File: src/rtl/dht11_scheduler.sv
// Periodic DHT11 measurement scheduler: triggers the sensor controller, retries on
// checksum failure or timeout, and keeps the last good reading as BCD.
module dht11_scheduler #(
    parameter int CLK_HZ       = 100_000_000,
    parameter int PERIOD_MS    = 2000,
    parameter int TIMEOUT_MS   = 50,
    parameter int RETRY_GAP_MS = 1000,
    parameter int MAX_RETRY    = 3
) (
    input  logic       clk,
    input  logic       reset,
    input  logic       enable,
    input  logic [7:0] rh_data,
    input  logic [7:0] temp_data,
    input  logic       dht11_done,
    input  logic       dht11_valid,
    output logic       dht11_start,
    output logic [7:0] rh_bcd,
    output logic [7:0] temp_bcd,
    output logic       new_sample,
    output logic       data_ok,
    output logic       err_flag,
    output logic       busy
);

    localparam int PRESC_DIV = CLK_HZ / 1000;
    localparam int PRESC_W   = (PRESC_DIV > 1) ? $clog2(PRESC_DIV) : 1;
    localparam int MAX_MS    = (PERIOD_MS > TIMEOUT_MS)
                             ? ((PERIOD_MS > RETRY_GAP_MS) ? PERIOD_MS : RETRY_GAP_MS)
                             : ((TIMEOUT_MS > RETRY_GAP_MS) ? TIMEOUT_MS : RETRY_GAP_MS);
    localparam int MS_W      = $clog2(MAX_MS + 1);
    localparam int RETRY_W   = (MAX_RETRY > 0) ? $clog2(MAX_RETRY + 1) : 1;

    localparam logic [PRESC_W-1:0] PRESC_LAST   = PRESC_W'(PRESC_DIV - 1);
    localparam logic [MS_W-1:0]    PERIOD_LAST  = MS_W'(PERIOD_MS - 1);
    localparam logic [MS_W-1:0]    TIMEOUT_LAST = MS_W'(TIMEOUT_MS - 1);
    localparam logic [MS_W-1:0]    GAP_LAST     = MS_W'(RETRY_GAP_MS - 1);
    localparam logic [RETRY_W-1:0] RETRY_MAX    = RETRY_W'(MAX_RETRY);

    typedef enum logic [2:0] {
        IDLE,
        TRIG,
        WAIT_DONE,
        RETRY_GAP,
        HOLD
    } state_t;

    state_t             state, state_next;
    logic [PRESC_W-1:0] presc;
    logic [MS_W-1:0]    ms_cnt;
    logic [RETRY_W-1:0] retry_cnt, retry_next;
    logic               ms_tick;
    logic               latch_good;
    logic               set_err;
    logic               fail;

    function automatic logic [7:0] to_bcd(input logic [7:0] v);
        if (v > 8'd99)
            return 8'h99;
        return {4'(v / 8'd10), 4'(v % 8'd10)};
    endfunction

    // A duration "is reached" on the tick that would make ms_cnt equal to it, so the
    // state change lands exactly N ms after entry.
    assign ms_tick = (presc == PRESC_LAST);
    assign busy    = (state == TRIG) || (state == WAIT_DONE);

    // NOTE: every output of this block gets a default first so no path leaves a
    // signal unassigned, which would infer a latch.
    always_comb begin
        state_next = state;
        retry_next = retry_cnt;
        latch_good = 1'b0;
        set_err    = 1'b0;
        fail       = 1'b0;

        case (state)
            IDLE: begin
                retry_next = '0;
                if (enable)
                    state_next = TRIG;
            end
            TRIG:
                state_next = WAIT_DONE;
            WAIT_DONE: begin
                if (dht11_done && dht11_valid) begin
                    latch_good = 1'b1;
                    retry_next = '0;
                    state_next = HOLD;
                end else if (dht11_done || (ms_tick && ms_cnt == TIMEOUT_LAST)) begin
                    fail = 1'b1;
                end
            end
            RETRY_GAP:
                if (ms_tick && ms_cnt == GAP_LAST)
                    state_next = TRIG;
            HOLD:
                if (ms_tick && ms_cnt == PERIOD_LAST)
                    state_next = TRIG;
            default:
                state_next = IDLE;
        endcase

        if (fail) begin
            if (retry_cnt < RETRY_MAX) begin
                retry_next = retry_cnt + 1'b1;
                state_next = RETRY_GAP;
            end else begin
                set_err    = 1'b1;
                retry_next = '0;
                state_next = HOLD;
            end
        end

        // Disabling wins over everything, including a done pulse in the same cycle.
        if (!enable) begin
            state_next = IDLE;
            retry_next = '0;
            latch_good = 1'b0;
            set_err    = 1'b0;
        end
    end

    // NOTE: state is updated only with non-blocking assignments so every register
    // samples the values from before the edge, independent of statement order.
    always_ff @(posedge clk or posedge reset) begin
        if (reset) begin
            state       <= IDLE;
            presc       <= '0;
            ms_cnt      <= '0;
            retry_cnt   <= '0;
            dht11_start <= 1'b0;
            rh_bcd      <= '0;
            temp_bcd    <= '0;
            new_sample  <= 1'b0;
            data_ok     <= 1'b0;
            err_flag    <= 1'b0;
        end else begin
            state     <= state_next;
            retry_cnt <= retry_next;

            if (state_next != state) begin
                presc  <= '0;
                ms_cnt <= '0;
            end else if (ms_tick) begin
                presc  <= '0;
                ms_cnt <= ms_cnt + 1'b1;
            end else begin
                presc <= presc + 1'b1;
            end

            dht11_start <= (state_next == TRIG);
            new_sample  <= latch_good;

            if (latch_good) begin
                rh_bcd   <= to_bcd(rh_data);
                temp_bcd <= to_bcd(temp_data);
                data_ok  <= 1'b1;
                err_flag <= 1'b0;
            end else if (set_err) begin
                err_flag <= 1'b1;
            end
        end
    end

endmodule
File: config.mk
export PLATFORM = sky130hd
export DESIGN_NAME = dht11_scheduler
export DESIGN_NICKNAME = d
export VERILOG_FILES = /design/src/rtl/dht11_scheduler.sv
export SDC_FILE = /design/constraint.sdc
export NUM_CORES = 1
export LEC_CHECK = 0
export ABC_AREA = 1
export CAP_MARGIN = 20
export CORE_MARGIN = 10
export CORE_UTILIZATION = 53
export CTS_BUF_LIST = sky130_fd_sc_hd__clkbuf_8
export CTS_CLUSTER_DIAMETER = 100
export DETAILED_ROUTE_END_ITERATION = 6
export GPL_ROUTABILITY_DRIVEN = 0
export PLACE_DENSITY = 0.91
export RECOVER_POWER = 50
export SLEW_MARGIN = 15
export SYNTH_ARGS = -nofsm -noshare
export SYNTH_HDL_FRONTEND = slang
export SYNTH_SLANG_ARGS = --single-unit
export TNS_END_PERCENT = 50
File: constraint.sdc
create_clock -name clk -period 2.4 [get_ports clk]
set_clock_uncertainty 0.15 [all_clocks]
set_input_delay 0.48 -clock clk [delete_from_list [all_inputs] [get_ports clk]]
set_output_delay 0.48 -clock clk [all_outputs]
set_load 0.03 [all_outputs]
* Yosys cells after proc, flatten, opt, wreduce, memory -nomap -nowiden
Cells that the tools add are included.
** Storage, ports and cells
- Input bits :: 21
- Memory bits (read-only) :: 0
- Logic and storage cells :: 77
- Latch bits :: 0
- Output and inout port bits :: 21
- Memory bits (writable) :: 0
- Flip-flop bits (word level) :: 53
- Memories :: 0
** Operators by class
- Multiply operators :: 0
- Reductions and logical operators :: 10
- Shifts and indexed selects :: 0
- Div/mod/pow operators :: 4
- Magnitude comparators :: 3
- Muxes and demuxes :: 35
- Equal/unequal tests :: 12
- Bitwise operators :: 0
- Add/sub/neg operators :: 3
** Operator list (number)
- $mux W17 :: 2
- $mux W8 :: 4
- $mux W11 :: 2
- $mux W3 :: 6
- $add A17 B1 Y17 const B :: 1
- $eq A17 B17 Y1 const B :: 1
- $div A8 B4 Y8 const B :: 2
- $gt A8 B7 Y1 const B :: 2
- $mod A8 B4 Y8 const B :: 2
- $mux W1 :: 15
- $pmux W3 S5 :: 1
- $add A11 B1 Y11 const B :: 1
- $eq A11 B10 Y1 const B :: 1
- $eq A11 B11 Y1 const B :: 1
- $eq A11 B6 Y1 const B :: 1
- $mux W2 :: 4
- $eq A3 B1 Y1 const B :: 2
- $eq A3 B2 Y1 const B :: 2
- $logic_and A1 B1 Y1 :: 4
- $ne A4 B1 Y1 const B :: 1
- $ne A4 B3 Y1 const B :: 1
- $pmux W2 S2 :: 1
- $reduce_bool A2 Y1 :: 2
- $eq A3 B3 Y1 const B :: 1
- other kinds (6) :: 7

* Longest topological paths before layout
- Depth in word-level cells :: 10
- Gate-level depth with buffers :: 24
- Gate-level depth less buffers :: 24

* Least setup slack after synthesis
OpenSTA, ideal clock, no wires.
- Kind :: register to register
- From :: reg presc[0]
- To :: reg ms_cnt[8]
- Stages on the path, launching flop included :: 17
- Period minus slack after synthesis :: 2.382 ns
- Arrival :: 2.108 ns
- Path slack :: 0.018 ns
- Required time :: 2.126 ns
- Buffers on the path :: 1
- Library setup time :: 0.124 ns
- Cell sequence :: dfrtp_1 > ha_1 > nand2_1 > nor2_2 > inv_2 > nor2_4 > nand3_2 > nor4_4 > nand2_1 > nand2_1 > o21ai_0 > nand2_1 > nand3_2 > xor2_2 > nand3_4 > buf_12 > nor2_4
** Between the ends
- Longest elaborated chain between the ends :: 10
- Elaborated cells on any way between the ends :: 16
- Classes of those cells :: eq/ne (2); mux (9); reduce/logical (5)
** Ends and longest elaborated chain
- from (decl) :: RTL line 49 : logic [PRESC_W-1:0] presc;
- from (signal assigned) :: RTL line 149 : presc <= presc + 1'b1;
- $eq A17 B17 Y1 (*) :: RTL line 65 : assign ms_tick = (presc == PRESC_LAST);
- $logic_and A1 B1 Y1 :: RTL line 90 : end else if (dht11_done || (ms_tick && ms_cnt == TIMEOUT_LAST)) begin
- $logic_or A1 B1 Y1 :: RTL line 90
- $mux W1 :: RTL line 90
- $mux W1 :: RTL line 86 : if (dht11_done && dht11_valid) begin
- $mux W1 :: RTL line 77 : case (state)
- $mux W3 :: RTL line 104 : if (fail) begin
- $mux W3 :: RTL line 116 : if (!enable) begin
- $ne A3 B3 Y1 :: RTL line 142 : if (state_next != state) begin
- $mux W11 / $reduce_bool A2 Y1 (equally long branches)
- to (signal assigned) :: RTL line 147 : ms_cnt <= ms_cnt + 1'b1;
- to (decl) :: RTL line 50 : logic [MS_W-1:0] ms_cnt;
Mark *: on every way between the ends. The rest lies on a longest branch, timed or not.
A chain may end at the register's enable or synchronous reset.

* Final worst setup path
- From :: reg presc[0]
- To :: reg presc[2]
** Between the ends
- Longest elaborated chain between the ends :: 10
- Elaborated cells on any way between the ends :: 17
- Classes of those cells :: add/sub (1); eq/ne (2); mux (10); reduce/logical (4)
** Ends and longest elaborated chain (RTL line)
- $eq A17 B17 Y1 :: 65
- $logic_and A1 B1 Y1 :: 90
- $logic_or A1 B1 Y1 :: 90
- $mux W1 :: 90
- $mux W1 :: 86
- $mux W1 :: 77
- $mux W3 :: 104
- $mux W3 :: 116
- $ne A3 B3 Y1 :: 142
- $mux W17 (*) :: 142
Marked as above.

==> results.cfg <==
[global_route]
grt_pass1_wl_um = 18600
grt_most_used_layer = met2
use_met2_pct = 39.6
grt.total_usage_pct = 21.7
antenna_found_initial = 0
grt_pass1_vias = 4093
grt_max_degree = 24
grt_use_met3_pct = 5.58
globalRouteMet1Util_pct = 22.7
overflow = 0

[floorplanning]
initial_core_util_pct = 54.2
die-width_um = 103
die_h_um = 103
ios = 42
row_count = 30
core_um2 = 6790
die_area_um2 = 10700

[cells_and_area]
nNetsFinal = 615
fill_cells = 376
antenna_cells = 0
layout-drive-gt1-share_pct = 38.1
synthToLayoutAreaGrowth_pct = 40.5
finish.utilization_pct = 76.2

[synthesis]
synth-main-ff-cell = dfrtp_1
yosysMostFrequentCell = nand2_1
syn_area_per_cell_um2 = 7.84
synth_area_um2 = 3680
synthMuxAreaShare_pct = 0
synth_top_area_share_pct = 36.0
async_flop_share_pct = 100
synth_area_leaders = dfrtp_1, nand2_1, inv_1
ys_warn_count = 0
yosys-top-cells-count = nand2_1, inv_1, dfrtp_1
synth_top_area_cell = dfrtp_1
seq_area_frac_synth_pct = 36.0
synth_compound_area_share_pct = 7.10
syn_nets = 495
yosys_register_bits = 53
synthCells = 470
synthSimpleGateAreaFrac_pct = 39.3
synth_top_family_by_area = simple AND/OR/NAND/NOR gates
yosysUniqueCellTypes = 49
synth-edff-count = 0
synth-adder-area-share_pct = 1.36
synth_xor_area_share_pct = 5.37

[power]
power_density_nw_per_um2 = 717
leakage_nw = 2.43
ir_drop_mv = 0.638
p_total_w = 0.00371

[worst_setup_path]
r2r_cells = 16
critPathCaptureType = flip-flop
required_ns = 2.49
startpoint_type = flip-flop
crit_arrival_ns = 2.99
cp_max_fo = 8
worstSetupPathType = flip-flop to flip-flop

[timing]
worst_pin_slew_ns = 0.615
fmax_mhz = 344
period_needed_ns = 2.90
relSlewSlack_pct = 58.9
maxSlewViolCount = 0
setup_violations = 42
rsz0062_at_grt = true
holdWs_ns = 0.333
finalHoldViolCount = 0
fin_ws_ns = -0.505
fin_crit_sh_pct = 121

[clock_network]
htree_levels = 2
cts.sinks = 53
cts_inserted_buffers = 5
clk_latency_ns = 0.32
cts_max_path_buffers = 2
cts_hold_buf = 0
root_buffer = clkbuf_8
path_clk_slew_ns = 0.11
cts_tree = built

[drt]
drc = 0
routed-via-count = 3988
via_per_inst = 5.80
routed_wl_um = 12500
dr.pass1.iters = 5
post_drt_wl_per_cell_um = 18.3
ant_nets = 0
detail_route.iter0.violations = 201

[placement]
dpl.hpwl_um = 7270
port_buffers = 41
pre_cts_ws_ns = -0.758

[run_status]
status = finished, violations left
violations = setup timing

[min_path]
holdPathStages = 1
worst_hold_path_type = flip-flop to flip-flop

[job]
maxCapViolCount = 0
-- registers in the layout, indices dropped and copies added, names as in the netlist --
| name | count |
|---|---|
| retry_cnt | 2 |
| ms_cnt | 11 |
| new_sample | 1 |
| rh_bcd | 8 |
| err_flag | 1 |
| presc | 17 |
| dht11_start | 1 |
| state | 3 |
| temp_bcd | 8 |
| data_ok | 1 |
-- layout by cell type, fill, tap and decap left out, types with 3 or more instances in the layout --
cell | Yosys | routed
nand4_1 | 13 | 13
ha_1 | 4 | 3
nand3_4 | 1 | 4
o21ai_1 | 2 | 3
nand3b_1 | 4 | 4
nand3_2 | 6 | 8
o22a_1 | 3 | 3
o21ai_2 | 1 | 3
nand2_2 | 18 | 26
dfrtp_1 | 53 | 53
inv_1 | 75 | 67
nor2_2 | 6 | 6
nor3_2 | 2 | 6
a21oi_2 | 3 | 3
nand2_1 | 93 | 83
or2_2 | 3 | 3
clkbuf_8 | 0 | 5
a21oi_1 | 4 | 3
xor2_1 | 12 | 9
xor2_2 | 1 | 4
inv_2 | 17 | 24
nand2_4 | 3 | 5
clkdlybuf4s15_2 | 0 | 3
nor3_1 | 12 | 5
nand3_1 | 40 | 35
buf_4 | 0 | 72
clkdlybuf4s50_1 | 0 | 32
nor2_4 | 21 | 28
nor3_4 | 0 | 3
o21ai_0 | 9 | 6
nor2_1 | 29 | 22
-- metal layers --
layer,vias to the layer above,part of all wire (%)
li1,1727,-
met1,1916,35
met2,246,51
met3,99,7.7
met4,0,6.6
met5,-,0
-- cell families (layout without fill, tap and decap cells) --
| family | after synthesis | count (layout) |
|---|---|---|
| XOR/XNOR | 18 | 18 |
| adder cells (fa/ha/maj) | 4 | 4 |
| flip-flops | 53 | 53 |
| AND/OR/NAND/NOR | 259 | 259 |
| AO/OA/AOI/OAI | 38 | 38 |
| buffers and inverters | 98 | 219 |
-- stage by stage --
stage | cells | area [µm²] | setup TNS, ns
5_1_grt | 687 | 5180 | -18.59
6_report | 687 | 5180 | -14.57
4_1_cts | 680 | 4980 | -5.00
3_3_place_gp | 659 | 4630 | -5.47
2_1_floorplan | 470 | 3680 | 0
3_5_place_dp | 659 | 4630 | -12.19
-- worst paths after layout --
kind                                              end  slack, ns           startpoint
worst min-delay path              data_ok$_DFFE_PP0P_       0.33  data_ok$_DFFE_PP0P_
worst max-delay path               presc[2]$_DFF_PP0_      -0.50   presc[0]$_DFF_PP0_
worst max register to register     presc[2]$_DFF_PP0_      -0.50   presc[0]$_DFF_PP0_
min in group asynchronous       rh_bcd[0]$_DFFE_PP0P_       0.54                reset
max in group asynchronous         presc[14]$_DFF_PP0_       0.54                reset
worst min register to register    data_ok$_DFFE_PP0P_       0.33  data_ok$_DFFE_PP0P_
-- critical path, stage by stage, from the launching register on --
cell,delay [ns]
dfrtp_1,0.40
ha_2,0.21
nand2_2,0.08
nor2_4,0.14
inv_4,0.07
nor2_4,0.15
nand3_4,0.12
nor4_4,0.19
nand2_1,0.13
nand2_1,0.13
o21ai_1,0.08
nand2_1,0.16
nand3_4,0.11
xor2_2,0.20
nand3_4,0.15
buf_12,0.19
nor3_4,0.13
-- cell type report --
class	instances	area, µm²	share of cell area (%)
Clock buffer	5	68.8	1.33
Clock inverter	3	68.8	1.33
Inverter	93	354	6.84
Multi-Input combinational cell	319	2220	42.9
Sequential cell	53	1330	25.6
Tap cell	96	120	2.32
Timing Repair Buffer	118	1020	19.7
-- timing repair --
item | 4_1_cts | 5_1_grt
cloned | 0 | 1
setup endpoints to repair | 41 | 43
gates resized for setup | 53 | 42
buffers inserted | 13 | 6
pin swaps | 18 | 10
-- where the power goes --
| group | switching (W) | internal [W] | total (W) |
|---|---|---|---|
| Combinational | 0.00108 | 0.000733 | 0.00181 |
| Clock | 0.000336 | 0.000420 | 0.000756 |
| Sequential | 0.000108 | 0.00104 | 0.00115 |
| Total | 0.00152 | 0.00219 | 0.00371 |
Note: power is estimated with default switching activity, not from simulation.
